File: config.mk
export PLATFORM = sky130hd
export DESIGN_NAME = mul_bus_master
export DESIGN_NICKNAME = d
export VERILOG_FILES = /design/src/rtl/mul_bus_master.sv
export SDC_FILE = /design/constraint.sdc
export NUM_CORES = 1
export LEC_CHECK = 0
export ABC_AREA = 1
export BUFFER_PORTS_ARGS = -buffer_cell sky130_fd_sc_hd__buf_2
export CAP_MARGIN = 10
export CORE_MARGIN = 5
export CORE_UTILIZATION = 53
export DETAILED_ROUTE_END_ITERATION = 8
export PLACE_DENSITY = 0.83
export SYNTH_ARGS = -nofsm -noshare
export SYNTH_HDL_FRONTEND = slang
export SYNTH_SLANG_ARGS = --single-unit
File: constraint.sdc
create_clock -name clk -period 2.91 [get_ports clk]
set_input_delay 0.291 -clock clk [delete_from_list [all_inputs] [get_ports clk]]
set_output_delay 0.291 -clock clk [all_outputs]
set_load 0.03 [all_outputs]
File: src/rtl/mul_bus_master.sv
// Bus initiator for the two-operand multiplier peripheral: writes A to address 0,
// B to address 1, reads the product, with ready handshake, post-reset clear and timeout.
module mul_bus_master #(
    parameter int SZin = 8,
    parameter int TMO  = 16
) (
    input  logic              clk,
    input  logic              res,
    input  logic              start,
    input  logic [SZin-1:0]   op_a,
    input  logic [SZin-1:0]   op_b,
    output logic              busy,
    output logic              done,
    output logic              err,
    output logic [2*SZin-1:0] result,
    output logic              sel,
    output logic              wrt,
    output logic              addr_b,
    output logic [SZin-1:0]   wdata,
    output logic              bus_nres,
    input  logic              ready,
    input  logic [2*SZin-1:0] rdata
);
    localparam int CNT_W = $clog2(TMO + 1);

    typedef enum logic [3:0] {
        CLR, IDLE, WR_A, GAP_A, WR_B, GAP_B, RD, DONE, ERR
    } state_t;

    state_t           state;
    state_t           state_n;
    logic [CNT_W-1:0] cnt;
    logic [SZin-1:0]  opb_r;
    logic             access;
    logic             qual;
    logic             expired;

    // The first edge of an access ignores ready: it may be left over from the previous access.
    assign access  = (state == WR_A) || (state == WR_B) || (state == RD);
    assign qual    = access && (cnt != '0) && ready;
    assign expired = access && !qual && (cnt == CNT_W'(TMO - 1));

    always_comb begin
        state_n = state;
        case (state)
            CLR:   state_n = IDLE;
            IDLE:  if (start) state_n = WR_A;
            WR_A:  if (qual) state_n = GAP_A; else if (expired) state_n = ERR;
            GAP_A: state_n = WR_B;
            WR_B:  if (qual) state_n = GAP_B; else if (expired) state_n = ERR;
            GAP_B: state_n = RD;
            RD:    if (qual) state_n = DONE; else if (expired) state_n = ERR;
            DONE:  state_n = IDLE;
            ERR:   state_n = IDLE;
            default: state_n = CLR;
        endcase
    end

    // Outputs are registered from the next state so they line up with the state register.
    always_ff @(posedge clk or posedge res) begin
        if (res) begin
            state    <= CLR;
            cnt      <= '0;
            sel      <= 1'b1;
            wrt      <= 1'b0;
            addr_b   <= 1'b0;
            wdata    <= '0;
            bus_nres <= 1'b0;
            busy     <= 1'b1;
            done     <= 1'b0;
            err      <= 1'b0;
            result   <= '0;
        end else begin
            state    <= state_n;
            cnt      <= (access && state_n == state) ? cnt + CNT_W'(1) : '0;
            sel      <= (state_n == WR_A) || (state_n == WR_B) || (state_n == RD);
            wrt      <= (state_n == WR_A) || (state_n == WR_B);
            bus_nres <= 1'b1;
            busy     <= (state_n != IDLE);
            done     <= (state_n == DONE);
            err      <= (state_n == ERR);
            if (state == IDLE && start) begin
                addr_b <= 1'b0;
                wdata  <= op_a;
            end
            if (state == GAP_A) begin
                addr_b <= 1'b1;
                wdata  <= opb_r;
            end
            if (state == RD && qual) begin
                result <= rdata;
            end
        end
    end

    always_ff @(posedge clk) begin
        if (state == IDLE && start) begin
            opb_r <= op_b;
        end
    end

endmodule
==> results_dict.tcl, run 1 <==
set metrics [dict create \
    outcome "finished, final reports clean" \
    cts_inserted_buffers 5 \
    power_leakage_nw 1.39 \
    ir_drop_v 0.000607 \
    postSynthAreaPerCell_um2 9.45 \
    dieArea_um2 5170 \
    clk_path_buf_depth 2 \
    clk_latency_ps 300 \
    critPathMaxFanout 17 \
    finalCritPeriodShare_pct 60.9 \
    power.total_mw 2.65 \
    multi_input_area_um2 669 \
    diodes 0 \
    grt_max_degree 27 \
    antenna_left 0 \
    required_ps 3150 \
    final_hold_viol_count 0 \
    die_x_um 71.9 \
    synthTopCellsByArea "dfrtp_1 (47%), nand2_1 (15%), edfxtp_1 (12%)" \
    setup_viol 0 \
    path_clk_slew_ps 90 \
    timing.setup.tns_ps 0 \
    drv_cap 0 \
    min_path_type "in -> async" \
    grt-ovfl-total 0 \
    drive_above_1_share_pct 31.0 \
    power.density_nw_per_um2 1050 \
    fp.coreArea_um2 3690 \
    dp_hpwl_um 3170 \
    regArea_um2 1240 \
    htreeDepth 2 \
    place_inst 324 \
    routed_via_density 4.82 \
    first_global_vias 1597 \
    port_buffers 66 \
    io_pins 67 \
    synth_top_area_share_pct 46.8 \
    synthMostInstantiatedCell "nand2_1" \
    finalNetCount 322 \
    syn_inst 215 \
    place_congestion 0.792 \
    dr.pass1.iters 6 \
    synth_fp_nets 254 \
    yosysSeqAreaShare_pct 61.2 \
    nFillCells 310 \
    cts.sinks 48 \
    cts_setup_buffers 0 \
    ys.flop_type "dfrtp_1" \
    async_flop_share_pct 83.3 \
    wl_per_cell_um 12.4 \
    ys_types 28 \
    synth-seq-cells 48 \
    critical_path_class "reg -> reg" \
    antenna_found_initial 0 \
    fin_worst_skew_ps 8.75 \
    critPathArrivalTime_ps 2010 \
    slew_viol_final 0 \
    end_kind "register" \
    synth_area_leader_cell "dfrtp_1" \
    hold_ws_ps 28.5 \
    cts.repair.resized 0 \
    ff2ff_setup_slack_ps 1140 \
    cp-start-kind "register" \
    num_vias 1601 \
    timing.fmax_mhz 564 \
    start_util_pct 55.1 \
    synth_common_cells "nand2_1 (80), dfrtp_1 (38), inv_1 (18), nor2_1 (18), nand3_1 (12)" \
    netlist_area_um2 2030 \
    grt.total_usage_pct 17.3 \
    routed_wl_um 4110 \
    syn_to_final_growth_pct 23.8 \
    yosysWarnings 0 \
    rows 22 \
    grt_pass1_wl_um 6930 \
    die_h_um 71.9 \
    remaining_drc_errors 0 \
    cts-hold-fix-buffers 0 \
    slew_headroom_pct 62.9 \
    tightest_slew_ps 555 \
    cts_tree "yes" \
    cts_root_buffer "clkbuf_8" \
    instances_no_fill 332 \
    post-route-min-period_ps 1770 \
    drtIter0Drc 79 \
    synth_edf_count 8 \
    rsz0062_at_grt "false" \
]
## through the flow
step / worst slack, ps / utilization, % / instance area [µm²]
floorplan: 1450 / - / 2030
global placement: 1200 / 64.6 / 2380
detailed placement: 1150 / 64.6 / 2380
CTS: 1100 / 68.2 / 2510
global route: 940 / 68.2 / 2510
finish: 1140 / 68.2 / 2510
## where the power goes
part	internal, mW	leakage, nW	switching [mW]
clock	0.343	0.0654	0.210
sequential	0.901	0.579	0.104
combinational	0.321	0.747	0.770
## critical path: stages (launching register included)
cell and delay (ps):
dfrtp_1 400, inv_1 70, ha_1 200, inv_1 60, nor2_1 50, a21oi_1 210
nand2_2 260, inv_2 310, nand2_1 100, nand2_1 60
## path summary, 6_finish.rpt
path	startpoint	endpoint	cells after the start
worst max register to register	cnt[0]$_DFF_PP0_	result[15]$_DFFE_PP0P_	9
min in group clk	op_b[2]	opb_r[2]$_DFFE_PP_	1
worst min-delay path	res	wdata[5]$_DFFE_PP0P_	2
worst max-delay path	cnt[0]$_DFF_PP0_	result[15]$_DFFE_PP0P_	9
worst min register to register	result[7]$_DFFE_PP0P_	result[7]$_DFFE_PP0P_	2
max in group asynchronous	res	cnt[4]$_DFF_PP0_	3
## state kept, by name, indices dropped and copies added (netlist names)
signal,cells
cnt,5
opb_r,8
bus_nres,1
addr_b,1
wrt,1
state,4
err,1
sel,1
done,1
result,16
busy,1
wdata,8
## cell usage in the layout (no fill, tap or decap), types with 2 or more instances in the layout
cell type / Yosys / final
a31oi_1: 8 / 8
buf_2: 1 / 66
bufinv_16: 0 / 2
clkbuf_8: 0 / 5
dfrtp_1: 38 / 38
dfstp_2: 2 / 2
edfxtp_1: 8 / 8
ha_1: 3 / 3
inv_1: 18 / 18
nand2_1: 80 / 80
nand2_2: 3 / 3
nand3_1: 12 / 12
nand3_2: 3 / 3
nor2_1: 18 / 18
nor2_2: 3 / 3
## final cells by class
cell class | instances | area share (%)
Inverter | 19 | 2.84
Clock inverter | 2 | 2.39
Multi-Input combinational cell | 142 | 26.6
Tap cell | 48 | 2.39
Sequential cell | 48 | 49.5
Clock buffer | 6 | 2.89
Timing Repair Buffer | 67 | 13.4
## kinds of logic (layout without fill, tap and decap cells)
| family | Yosys count | in the layout | synth area share [%] |
|---|---|---|---|
| buffers and inverters | 25 | 94 | 5.79 |
| AOI/OAI and AO/OA | 11 | 11 | 3.33 |
| adders and majority gates | 3 | 3 | 1.85 |
| xor gates and xnor gates | 2 | 2 | 0.863 |
| and+or+nand+nor | 125 | 125 | 26.7 |
| DFF | 48 | 48 | 61.2 |
| other | 1 | 1 | 0.185 |
## metal layers
metal / vias up / track usage [%] / routed length, µm
met5: - / 0 / 0
met4: 0 / 6.26 / 66
li1: 809 / - / -
met1: 731 / 19.8 / 1670
met3: 6 / 5.82 / 374
met2: 55 / 30.0 / 2000
(Power assumes the default switching activity.)
==> inputs of run 2 (changes only) <==
Settings changed: ABC_AREA 1 to 0, CORE_UTILIZATION 53 to 50, PLACE_DENSITY 0.83 to 0.79.
Clock period 2.91 ns to 1.75 ns, I/O delays scaled along.
==> results_dict.tcl, run 2 <==
set metrics [dict create \
    critPathArrivalTime_ps 1900 \
    cts.sinks 48 \
    cts-hold-fix-buffers 0 \
    dr.pass1.iters 4 \
    power.density_nw_per_um2 1810 \
    pre_cts_ws_ps -56.3 \
    io_pins 67 \
    setup_viol 0 \
    nFillCells 311 \
    routed_via_density 4.97 \
    start_util_pct 51.0 \
    netlist_area_um2 2030 \
    critPathTopFamily "simple AND/OR/NAND/NOR gates" \
    cts_inserted_buffers 5 \
    htreeDepth 2 \
    cts_tree "yes" \
    post-route-min-period_ps 1710 \
    critical_path_class "reg -> reg" \
    clk_latency_ps 300 \
    hold_ws_ps -22.6 \
    synth_edf_count 8 \
    rsz0062_at_grt "true" \
    regArea_um2 1240 \
    postSynthAreaPerCell_um2 13.3 \
    routed_wl_um 4110 \
    synth_fp_nets 191 \
    num_vias 1383 \
    yosysWarnings 0 \
    fp.coreArea_um2 3970 \
    place_congestion 0.802 \
    drtIter0Drc 77 \
    outcome "finished with violations" \
    min_path_type "in -> async" \
    multi_input_area_um2 706 \
    slew_headroom_pct 66.3 \
    drive_above_1_share_pct 47.8 \
    clockPowerShare_pct 14.0 \
    max_stage_delay_ps 410 \
    fin_worst_skew_ps 6.61 \
    critPathMaxFanout 11 \
    required_ps 1940 \
    first_global_vias 1437 \
    wl_per_cell_um 14.8 \
    synthMostInstantiatedCell "dfrtp_1" \
    grt.total_usage_pct 16.3 \
    cts_root_buffer "clkbuf_8" \
    tightest_slew_ps 505 \
    rows 23 \
    synthTopCellsByArea "dfrtp_1 (47%), edfxtp_1 (12%), mux2_4 (6.7%)" \
    violations "negative hold slack" \
    place_inst 266 \
    remaining_drc_errors 0 \
    instances_no_fill 278 \
    syn_inst 152 \
    synth-seq-cells 48 \
    path_cells "inv_1 -> ha_1 -> nor4b_4 -> nor2_4 -> nand4_4 -> buf_12 -> mux2_2" \
    finalCritPeriodShare_pct 97.9 \
    drv_cap 0 \
    grt.met3_usage_pct 5.06 \
    async_flop_share_pct 83.3 \
    die_h_um 73.7 \
    mostFrequentLayoutCell "buf_2" \
    busiest_layer "met2" \
    combPwrFrac_pct 46.8 \
    ys_types 36 \
    use_met2_pct 27.6 \
    dp_hpwl_um 3030 \
    port_buffers 66 \
    layout_common_cells "buf_2 (66), dfrtp_1 (38), nand2_1 (12), nor2_1 (11), o21ai_0 (11)" \
    end_kind "register" \
    diodes 0 \
    finalNetCount 266 \
    timing.fmax_mhz 583 \
    synth_area_leader_cell "dfrtp_1" \
    clk_path_buf_depth 2 \
    p_sw_mw 1.93 \
    timing.setup.tns_ps 0 \
    antenna_found_initial 0 \
    p_int_mw 2.69 \
    largest_register_ffs 16 \
    dieArea_um2 5430 \
    grt-ovfl-total 0 \
    top_register "result" \
    crit_buf_inv 2 \
    synth_common_cells "dfrtp_1 (38), nand2_1 (12), nor2_1 (11), o21ai_0 (11), mux2_4 (9)" \
    ir_drop_v 0.00118 \
    yosysSeqAreaShare_pct 61.4 \
    crit_slowest_cell "dfrtp_1" \
    antenna_left 0 \
    slew_viol_final 0 \
    p_sw_share_pct 41.8 \
    cp-start-kind "register" \
    ys.flop_type "dfrtp_1" \
    largestRegisters "result: 16 flops, opb_r: 8 flops, wdata: 8 flops" \
    seq_power_share_pct 39.2 \
    setup_slack_ps 35.9 \
    path_clk_slew_ps 90 \
    power_leakage_nw 1.35 \
    use_met1_pct 18.7 \
    die_x_um 73.7 \
    grt_pass1_wl_um 6620 \
    syn_to_final_growth_pct 25.9 \
    synth_top_area_share_pct 46.9 \
    grt_max_degree 41 \
    final_hold_viol_count 23 \
]
run 2: cell count changes after synthesis, sizes merged, moves of 6 or more:
cell,delta
nand2,-72
a31oi,-6
nor2,-9
o21ai,+11
mux2i,+8
nand3,-12
mux2,+16
inv,-11
run 2: worst register-to-register path: stages (launching register included):
cell,delay [ps]
dfrtp_1,410
inv_1,70
ha_1,140
nor4b_4,320
nor2_4,70
nand4_4,100
buf_12,150
mux2_2,340
run 2: timing repair:
action	4_1_cts	5_1_grt
setup buffers	2	2
gates resized for setup	0	1
pin swaps	1	0
endpoints found under the setup margin	16	27
run 2: per-layer routing:
layer	up-vias	wire length, µm
met4	0	75
met2	52	2070
met3	7	355
li1	665	-
met5	-	0
met1	659	1610
run 2: per-stage QoR:
step                power, mW  hold slack (ps)  utilization [%]  area [µm²]
floorplan                3.36              274                -        2030
global placement         3.86              318             60.6        2410
detailed placement       3.95              335             60.6        2410
CTS                      4.62             3.77             63.9        2540
global route             4.92             23.4             64.3        2550
finish                   4.62            -22.6             64.3        2550
run 2: cell type report:
class	instances	share of cell area (%)
well taps	50	2.45
multi-input cells	89	27.6
inverters	8	1.18
repair buffers	75	16.6
clock buffers	5	2.70
clock inverters	3	0.735
flip-flops and latches	48	48.7
run 2: path summary, 6_finish.rpt:
check	end	cells after the start	from	slack, ps
worst max-delay path	result[14]$_DFFE_PP0P_	7	cnt[0]$_DFF_PP0_	40
worst min-delay path	result[6]$_DFFE_PP0P_	3	res	-20
worst max register to register	result[14]$_DFFE_PP0P_	7	cnt[0]$_DFF_PP0_	40
worst min register to register	wdata[1]$_DFFE_PP0P_	2	opb_r[1]$_DFFE_PP_	460
max in group asynchronous	sel$_DFF_PP1_	3	res	1390
min in group clk	opb_r[2]$_DFFE_PP_	1	op_b[2]	40
run 2: power groups by stage:
stage	Clock (mW)	Sequential (mW)	Combinational, mW
floorplan	0	2.44	0.926
global placement	0	1.81	2.05
detailed placement	0	1.84	2.12
CTS	0.671	1.81	2.14
global route	0.721	1.87	2.33
finish	0.646	1.81	2.16
run 2: cell families after synthesis:
group | share of synthesized area [%]
flip-flops | 61.4
AND/OR/NAND/NOR | 11.1
buffers and inverters | 3.89
XOR/XNOR | 1.30
AO/OA/AOI/OAI | 5.80
multiplexers | 14.5
other | 0.185
adder cells (fa/ha/maj) | 1.85
==> inputs of run 3 (changes only) <==
Settings changed: SETUP_SLACK_MARGIN set to 0.4, SLEW_MARGIN set to 20.
==> results_dict.tcl, run 3 (synthesis gave the netlist of run 2 again) <==
set metrics [dict create \
    outcome "finished, final reports clean" \
    cts_root_buffer "clkbuf_8" \
    remaining_drc_errors 0 \
    regArea_um2 1250 \
    slew_headroom_pct 66.5 \
    grt_pass1_wl_um 7320 \
    cts.sinks 48 \
    grt_max_degree 41 \
    critPathArrivalTime_ps 1910 \
    fin_worst_skew_ps 6.10 \
    tightest_slew_ps 503 \
    antenna_found_initial 0 \
    num_vias 1488 \
    power.total_mw 5.06 \
    final_hold_viol_count 0 \
    top_register "result" \
    required_ps 1940 \
    cp-start-kind "register" \
    instances_no_fill 292 \
    io_pins 67 \
    place_congestion 0.746 \
    die_x_um 73.7 \
    path_clk_slew_ps 80 \
    die_h_um 73.7 \
    hold_depth 1 \
    power_leakage_nw 1.43 \
    port_buffers 66 \
    routed_via_density 5.10 \
    drive_above_1_share_pct 57.4 \
    timing.fmax_mhz 580 \
    wl_per_cell_um 16.2 \
    rsz0062_at_grt "true" \
    critical_path_class "reg -> reg" \
    antenna_left 0 \
    ir_drop_v 0.00134 \
    start_util_pct 51.0 \
    critPathMaxFanout 3 \
    min-delay-start "op_b[4]" \
    clk_latency_ps 300 \
    design_area_um2 2790 \
    cts_inserted_buffers 5 \
    diodes 0 \
    crit_path_start "cnt[1]$_DFF_PP0_" \
    setup_viol 0 \
    rows 23 \
    slew_viol_final 0 \
    finalNetCount 280 \
    drv_cap 0 \
    end_kind "register" \
    htreeDepth 2 \
    timing.reg2reg.worst_path_depth 6 \
    largestRegisters "result: 16 flops, opb_r: 8 flops, wdata: 8 flops" \
    layout_common_cells "buf_2 (66), dfrtp_1 (35), buf_4 (13), nand2_1 (12), mux2_4 (9)" \
    worstReg2RegStart "cnt[1]$_DFF_PP0_" \
    ff2ff_setup_slack_ps 30 \
    clk_path_buf_depth 2 \
    syn_to_final_growth_pct 37.8 \
    nFillCells 279 \
    timing.setup.tns_ps 0 \
    post-route-min-period_ps 1720 \
    cts_tree "yes" \
    dieArea_um2 5430 \
    power.density_nw_per_um2 1810 \
    mostFrequentLayoutCell "buf_2" \
    fp.coreArea_um2 3970 \
    routed_wl_um 4740 \
    grt.total_usage_pct 17.8 \
    pre_cts_ws_ps -16.3 \
    dp_hpwl_um 2940 \
    r2r-end "wrt$_DFF_PP0_" \
    hold-path-endpoint "opb_r[4]$_DFFE_PP_" \
    grt-ovfl-total 0 \
    dr.pass1.iters 4 \
    postPlaceCellArea_um2 2410 \
    first_global_vias 1524 \
    drtIter0Drc 61 \
    place_inst 266 \
    min_path_type "in -> reg" \
    finalCritPeriodShare_pct 98.6 \
    largest_register_ffs 16 \
    setup_slack_ps 25.2 \
    multi_input_area_um2 806 \
]
-- run 3: cell count changes in the layout (fill, tap and decap cells not counted), sizes merged --
cell	change
buf	+11
clkbuf	+3
and3b	+1
clkinv	-1
dlygate4sd3	+1
inv	-1
-- run 3: worst max path at each step --
stage,end,cells after the start
after floorplan,result[0]$_DFFE_PP0P_,7
after global placement,result[2]$_DFFE_PP0P_,6
after detailed placement,result[2]$_DFFE_PP0P_,6
after CTS,result[15]$_DFFE_PP0P_,7
after global routing,wrt$_DFF_PP0_,6
final,wrt$_DFF_PP0_,6
-- run 3: per-stage QoR --
step,hold WS [ps],util (%)
2_1_floorplan,274,-
5_1_grt,33.3,70.4
3_3_place_gp,314,60.8
4_1_cts,39.7,67.4
3_5_place_dp,325,60.8
6_report,48.2,70.4
-- run 3: per-layer routing --
layer	up-vias	share of wire, %	wire [µm]	track usage, %
met3	6	6.1	288	4.65
met1	741	38	1820	21.3
met5	-	0	0	0
met2	46	54	2570	31.4
met4	0	1.4	65	5.23
li1	695	-	-	-
-- run 3: timing repair --
item                                    in CTS  in global routing
endpoints found under the setup margin      45                 45
hold buffers                                 1                  0
gates resized for setup                     20                 23
cloned                                       2                  1
buffers inserted                            11                  3
pin swaps                                    1                  3
hold endpoints to repair                    10                  0
-- run 3: critical path, cell delays in order (launching register included) --
cell	delay (ps)
dfrtp_1	410
ha_2	220
and3_2	210
ha_4	160
o21ba_2	170
o311a_1	300
and3_1	150
-- run 3: power breakdown --
group / total (mW) / internal, mW / switching, mW / leakage (nW)
Combinational: 2.58 / 1.08 / 1.50 / 0.817
Sequential: 1.85 / 1.58 / 0.276 / 0.575
Clock: 0.624 / 0.281 / 0.343 / 0.0422
Total: 5.06 / 2.94 / 2.12 / 1.43
-- run 3: final cells by class --
cell class / instances / share of cell area [%]
flip-flops and latches: 48 / 44.6
multi-input cells: 90 / 28.8
repair buffers: 88 / 19.8
clock buffers: 7 / 2.73
well taps: 50 / 2.24
inverters: 8 / 1.52
clock inverters: 1 / 0.179
